<file path="src/rtl/imem_loader.sv">
// Boot image loader: syncs on MAGIC, takes LENGTH, writes LENGTH data words to
// instruction memory from address 0, then checks the additive checksum.
module imem_loader #(
    parameter int unsigned       WORD_WIDTH = 32,
    parameter int unsigned       ADDR_WIDTH = 10,
    parameter logic [WORD_WIDTH-1:0] MAGIC  = 32'hB007_10AD
) (
    input  logic                  clk,
    input  logic                  rst_n,
    input  logic [WORD_WIDTH-1:0] word_in,
    input  logic                  word_valid,
    output logic                  word_ready,
    input  logic                  restart,
    output logic                  imem_we,
    output logic [ADDR_WIDTH-1:0] imem_addr,
    output logic [WORD_WIDTH-1:0] imem_wdata,
    output logic                  load_done,
    output logic                  load_error,
    output logic                  cpu_rst_n
);

    typedef enum logic [2:0] {
        IDLE,
        LEN,
        DATA,
        CHECK,
        DONE,
        ERROR
    } state_t;

    // Length is compared one bit wider than a word so DEPTH itself is representable.
    localparam logic [WORD_WIDTH:0] DEPTH = {{WORD_WIDTH{1'b0}}, 1'b1} << ADDR_WIDTH;

    state_t                state_q, state_d;
    logic [ADDR_WIDTH:0]   ptr_q, ptr_d;
    logic [WORD_WIDTH-1:0] csum_q, csum_d;
    logic [WORD_WIDTH-1:0] rem_q, rem_d;
    logic                  we_q, we_d;
    logic [ADDR_WIDTH-1:0] addr_q, addr_d;
    logic [WORD_WIDTH-1:0] wdata_q, wdata_d;
    logic                  done_q, done_d;
    logic                  err_q, err_d;
    logic                  accept;

    always_ff @(posedge clk or negedge rst_n) begin
        if (!rst_n) begin
            state_q <= IDLE;
            ptr_q   <= '0;
            csum_q  <= '0;
            rem_q   <= '0;
            we_q    <= 1'b0;
            addr_q  <= '0;
            wdata_q <= '0;
            done_q  <= 1'b0;
            err_q   <= 1'b0;
        end else begin
            state_q <= state_d;
            ptr_q   <= ptr_d;
            csum_q  <= csum_d;
            rem_q   <= rem_d;
            we_q    <= we_d;
            addr_q  <= addr_d;
            wdata_q <= wdata_d;
            done_q  <= done_d;
            err_q   <= err_d;
        end
    end

    always_comb begin
        word_ready = (state_q == IDLE) || (state_q == LEN) ||
                     (state_q == DATA) || (state_q == CHECK);
    end

    assign accept = word_valid && word_ready;

    always_comb begin
        state_d = state_q;
        ptr_d   = ptr_q;
        csum_d  = csum_q;
        rem_d   = rem_q;
        we_d    = 1'b0;
        addr_d  = addr_q;
        wdata_d = wdata_q;
        done_d  = done_q;
        err_d   = err_q;

        unique case (state_q)
            IDLE: begin
                if (accept && word_in == MAGIC) begin
                    state_d = LEN;
                end
            end
            LEN: begin
                if (accept) begin
                    if (word_in == '0 || {1'b0, word_in} > DEPTH) begin
                        state_d = ERROR;
                        err_d   = 1'b1;
                    end else begin
                        rem_d   = word_in;
                        ptr_d   = '0;
                        csum_d  = '0;
                        state_d = DATA;
                    end
                end
            end
            DATA: begin
                if (accept) begin
                    we_d    = 1'b1;
                    addr_d  = ptr_q[ADDR_WIDTH-1:0];
                    wdata_d = word_in;
                    ptr_d   = ptr_q + (ADDR_WIDTH+1)'(1);
                    csum_d  = csum_q + word_in;
                    rem_d   = rem_q - WORD_WIDTH'(1);
                    if (rem_q == WORD_WIDTH'(1)) begin
                        state_d = CHECK;
                    end
                end
            end
            CHECK: begin
                if (accept) begin
                    if (word_in == csum_q) begin
                        state_d = DONE;
                        done_d  = 1'b1;
                    end else begin
                        state_d = ERROR;
                        err_d   = 1'b1;
                    end
                end
            end
            DONE, ERROR: begin
                if (restart) begin
                    state_d = IDLE;
                    done_d  = 1'b0;
                    err_d   = 1'b0;
                    ptr_d   = '0;
                    csum_d  = '0;
                end
            end
            default: state_d = IDLE;
        endcase
    end

    assign imem_we    = we_q;
    assign imem_addr  = addr_q;
    assign imem_wdata = wdata_q;
    assign load_done  = done_q;
    assign load_error = err_q;
    assign cpu_rst_n  = done_q;

endmodule

</file>
<file path="config.mk">
export PLATFORM = sky130hd
export DESIGN_NAME = imem_loader
export DESIGN_NICKNAME = d
export VERILOG_FILES = /design/src/rtl/imem_loader.sv
export SDC_FILE = /design/constraint.sdc
export NUM_CORES = 1
export LEC_CHECK = 0
export CAP_MARGIN = 20
export CELL_PAD_IN_SITES_DETAIL_PLACEMENT = 0
export CELL_PAD_IN_SITES_GLOBAL_PLACEMENT = 1
export CORE_ASPECT_RATIO = 0.9
export CORE_MARGIN = 1
export CORE_UTILIZATION = 44
export DETAILED_ROUTE_END_ITERATION = 16
export DONT_BUFFER_PORTS = 1
export HOLD_SLACK_MARGIN = 0.05
export PLACE_DENSITY_LB_ADDON = 0.1
export SLEW_MARGIN = 20
export SYNTH_ARGS = -nofsm -noshare
export SYNTH_HDL_FRONTEND = slang
export SYNTH_SLANG_ARGS = --single-unit
</file>
<file path="constraint.sdc">
create_clock -name clk -period 3.1 [get_ports clk]
set_input_delay 0.775 -clock clk [delete_from_list [all_inputs] [get_ports clk]]
set_output_delay 0.775 -clock clk [all_outputs]
set_load 0.03 [all_outputs]
</file>
==> results.yml <==
status:
  status: "finished, final reports clean"
logic_synthesis:
  async_flop_share_pct: 100
  synthFlopType: "dfrtp_1"
  yosysSeqAreaShare_pct: 42.5
  synth.area.top_cells: "dfrtp_1 (43%), nand2_1 (11%), o21ai_0 (7.0%)"
  yosys_warnings: 0
  syn_inst: 857
  netlist_area_um2: 7180
  syn_nets: 928
  synth_top_area_share_pct: 42.5
  synth_cell_types: 67
  ys_ff_latch: 122
  yosys.area.top_type: "dfrtp_1"
  synth_edf_count: 0
  syn_area_per_cell_um2: 8.38
clock_tree:
  cts_root_buf: "clkbuf_16"
  clock_latency_ns: 0.42
  clk_pin_slew_ns: 0.06
  cts_max_path_buffers: 2
  numCtsBuffers: 17
  htree_levels: 4
  tritoncts: "built"
  cts_sinks: 122
  post_cts_buffers: 0
finish:
  layout_commonest_cell: "nand2_1"
  seqCellArea_um2: 3050
  num_antenna_cells: 0
  final_cells: 1099
  nNetsFinal: 955
  final_cell_mix: "nand2_1 (211), dfrtp_1 (122), o21ai_0 (100), buf_4 (51)"
  layout-drive-gt1-share_pct: 11.5
  area_growth_pct: 16.1
  nFillCells: 1470
  multi_input_area_um2: 3940
drt:
  wl_um: 20200
  drc_errors: 0
  viasPerCell: 5.82
  wl_per_cell_um: 18.4
  ant_nets: 0
  drtIter0Drc: 413
  vias: 6399
  firstDrtPassIters: 5
timing:
  relSlewSlack_pct: 57.8
  slew_violations: 0
  fin_ws_ns: 0.128
  fin_crit_ns: 2.97
  rsz0062_at_grt: "no"
  hold_viol_final: 0
  fin_crit_sh_pct: 95.9
  clock_skew_ns: 0.0125
  tightest_slew_ns: 0.632
  fmax_ghz: 0.336
  setup_viol: 0
critical_path:
  crit_family: "compound AO/OA/AOI/OAI gates"
  start_kind: "register"
  cp_max_fo: 2
  crit_cells: 10
  end_kind: "register"
  crit_path_frequent_cell: "a21o_1"
  timing.rr.start: "csum_q[16]$_DFFE_PN0P_"
  crit_end: "csum_q[31]$_DFFE_PN0P_"
  r2r_end: "csum_q[31]$_DFFE_PN0P_"
  crit_type: "register to register"
  cp.arrival_ns: 3.32
  cp-startpoint: "csum_q[16]$_DFFE_PN0P_"
  cp.buffers_inverters: 0
  worstPathRequired_ns: 3.44
  ff2ff_setup_slack_ns: 0.13
  worstPathCellList: "ha_4 > a21o_1 > a21o_1 > a21o_1 > or4b_4 > o22ai_4 > a211oi_2 > or3b_1 > a221o_1 > a21oi_2"
  cp_slowest_stage_delay_ns: 0.53
  critPathSlowestCell: "or4b_4"
  reg2regPathDepth: 10
die:
  die_w_um: 137
  core_region_area_um2: 15700
  ios: 83
  start_util_pct: 45.9
  rows: 43
  die-area_um2: 16800
  die_h_um: 123
global_route:
  grt_pass1_wl_um: 32800
  track_usage_pct: 25.5
  antenna_found_initial: 0
  gr-total-overflow: 0
  grt_max_degree: 123
  first_global_vias: 6242
placed_design:
  io_buffer_count: 0
  place_congestion: 0.860
  placed_cells: 1067
  pre_cts_slack_ns: -0.231
  hpwl_um: 14000
power_and_ir_drop:
  p_leak_nw: 3.85
  ir_drop_uv: 612
  power_density_nw_per_um2: 1120
min_path:
  hp-class: "primary input to asynchronous set/reset pin"
job:
  cap_violations: 0
## Yosys cell counts (all sizes together), types with 6 or more instances
library cell,n
nand4,10
o21a,8
dfrtp,122
nand2,212
a21oi,48
nor3b,6
inv,14
nor2,47
a21o,24
a31oi,11
clkbuf,34
xnor2,15
nor4,23
xor2,12
and3,8
nand3,19
buf,10
o21bai,6
ha,34
a211oi,7
nor3,13
o21ai,102
## routing by layer
| metal | vias up | GRT usage (%) | wire, um |
|---|---|---|---|
| met5 | - | 0 | 0 |
| met4 | 0 | 7.50 | 318 |
| met3 | 23 | 5.66 | 806 |
| met2 | 137 | 40.5 | 9430 |
| met1 | 3130 | 34.9 | 9620 |
| li1 | 3109 | - | - |
## report_power, final
| group | total [W] | switching [W] | internal (W) |
|---|---|---|---|
| logic | 0.00400 | 0.00227 | 0.00172 |
| registers | 0.00316 | 0.000966 | 0.00219 |
| clock network | 0.00215 | 0.000742 | 0.00141 |
## worst min-delay path by stage
stage / from / endpoint / slack (ns) / depth (start not counted)
after global placement: rem_q[12]$_DFFE_PN0P_ / rem_q[12]$_DFFE_PN0P_ / 0.46 / 1
after detailed placement: rem_q[28]$_DFFE_PN0P_ / rem_q[28]$_DFFE_PN0P_ / 0.47 / 1
after CTS: rst_n / imem_addr[6]$_DFFE_PN0P_ / 0.04 / 0
after floorplan: rem_q[12]$_DFFE_PN0P_ / rem_q[12]$_DFFE_PN0P_ / 0.44 / 1
after global routing: rst_n / imem_addr[8]$_DFFE_PN0P_ / 0.02 / 0
final: rst_n / ptr_q[7]$_DFFE_PN0P_ / 0.05 / 0
## layout make-up
| cell class | count | area share, % |
|---|---|---|
| tap | 202 | 3.03 |
| clock buffer | 22 | 5.69 |
| inverter | 14 | 0.630 |
| multi-input combinational | 677 | 47.2 |
| timing repair buffer | 52 | 4.83 |
| clock inverter | 10 | 1.98 |
| sequential | 122 | 36.6 |
## worst register-to-register path, cell delays in order, from the launching register on
cell and delay (ns):
dfrtp_1 0.41, ha_4 0.25, a21o_1 0.19, a21o_1 0.16
a21o_1 0.17, or4b_4 0.53, o22ai_4 0.16, a211oi_2 0.12
or3b_1 0.41, a221o_1 0.38, a21oi_2 0.12
## metrics by stage
step | instance area, um^2 | power [W] | TNS, ns | util (%) | hold slack [ns]
after global placement | 7690 | 0.00704 | -0.475 | 49.1 | 0.455
final | 8340 | 0.00931 | 0 | 53.3 | 0.0516
after detailed placement | 7690 | 0.00714 | -0.667 | 49.1 | 0.474
after floorplan | 7230 | 0.00596 | -0.210 | - | 0.441
after CTS | 8330 | 0.00934 | 0 | 53.2 | 0.0363
after global routing | 8340 | 0.00999 | 0 | 53.3 | 0.0241
## registers in the layout, indices dropped and copies added, names as in the netlist
| name | cells |
|---|---|
| imem_wdata | 32 |
| load_error | 1 |
| rem_q | 32 |
| csum_q | 32 |
| cpu_rst_n | 1 |
| imem_we | 1 |
| state_q | 3 |
| ptr_q | 10 |
| imem_addr | 10 |
## cell families (layout without fill, tap and decap cells)
group           Yosys count  count (layout)  synth area share (%)
flops                   122             122                  42.5
fa+ha+maj                35              35                  6.20
compound gates          248             248                  21.2
simple gates            366             366                  23.1
buf+inv                  58              98                  3.59
mux                       1               1                 0.139
xor+xnor                 27              27                  3.29
## timing repair
action / 4_1_cts / 5_1_grt
endpoints found under the setup margin: 0 / 1
gates resized for setup: 0 / 1
endpoints found under the hold margin: 111 / 122
(Power assumes the default switching activity.)
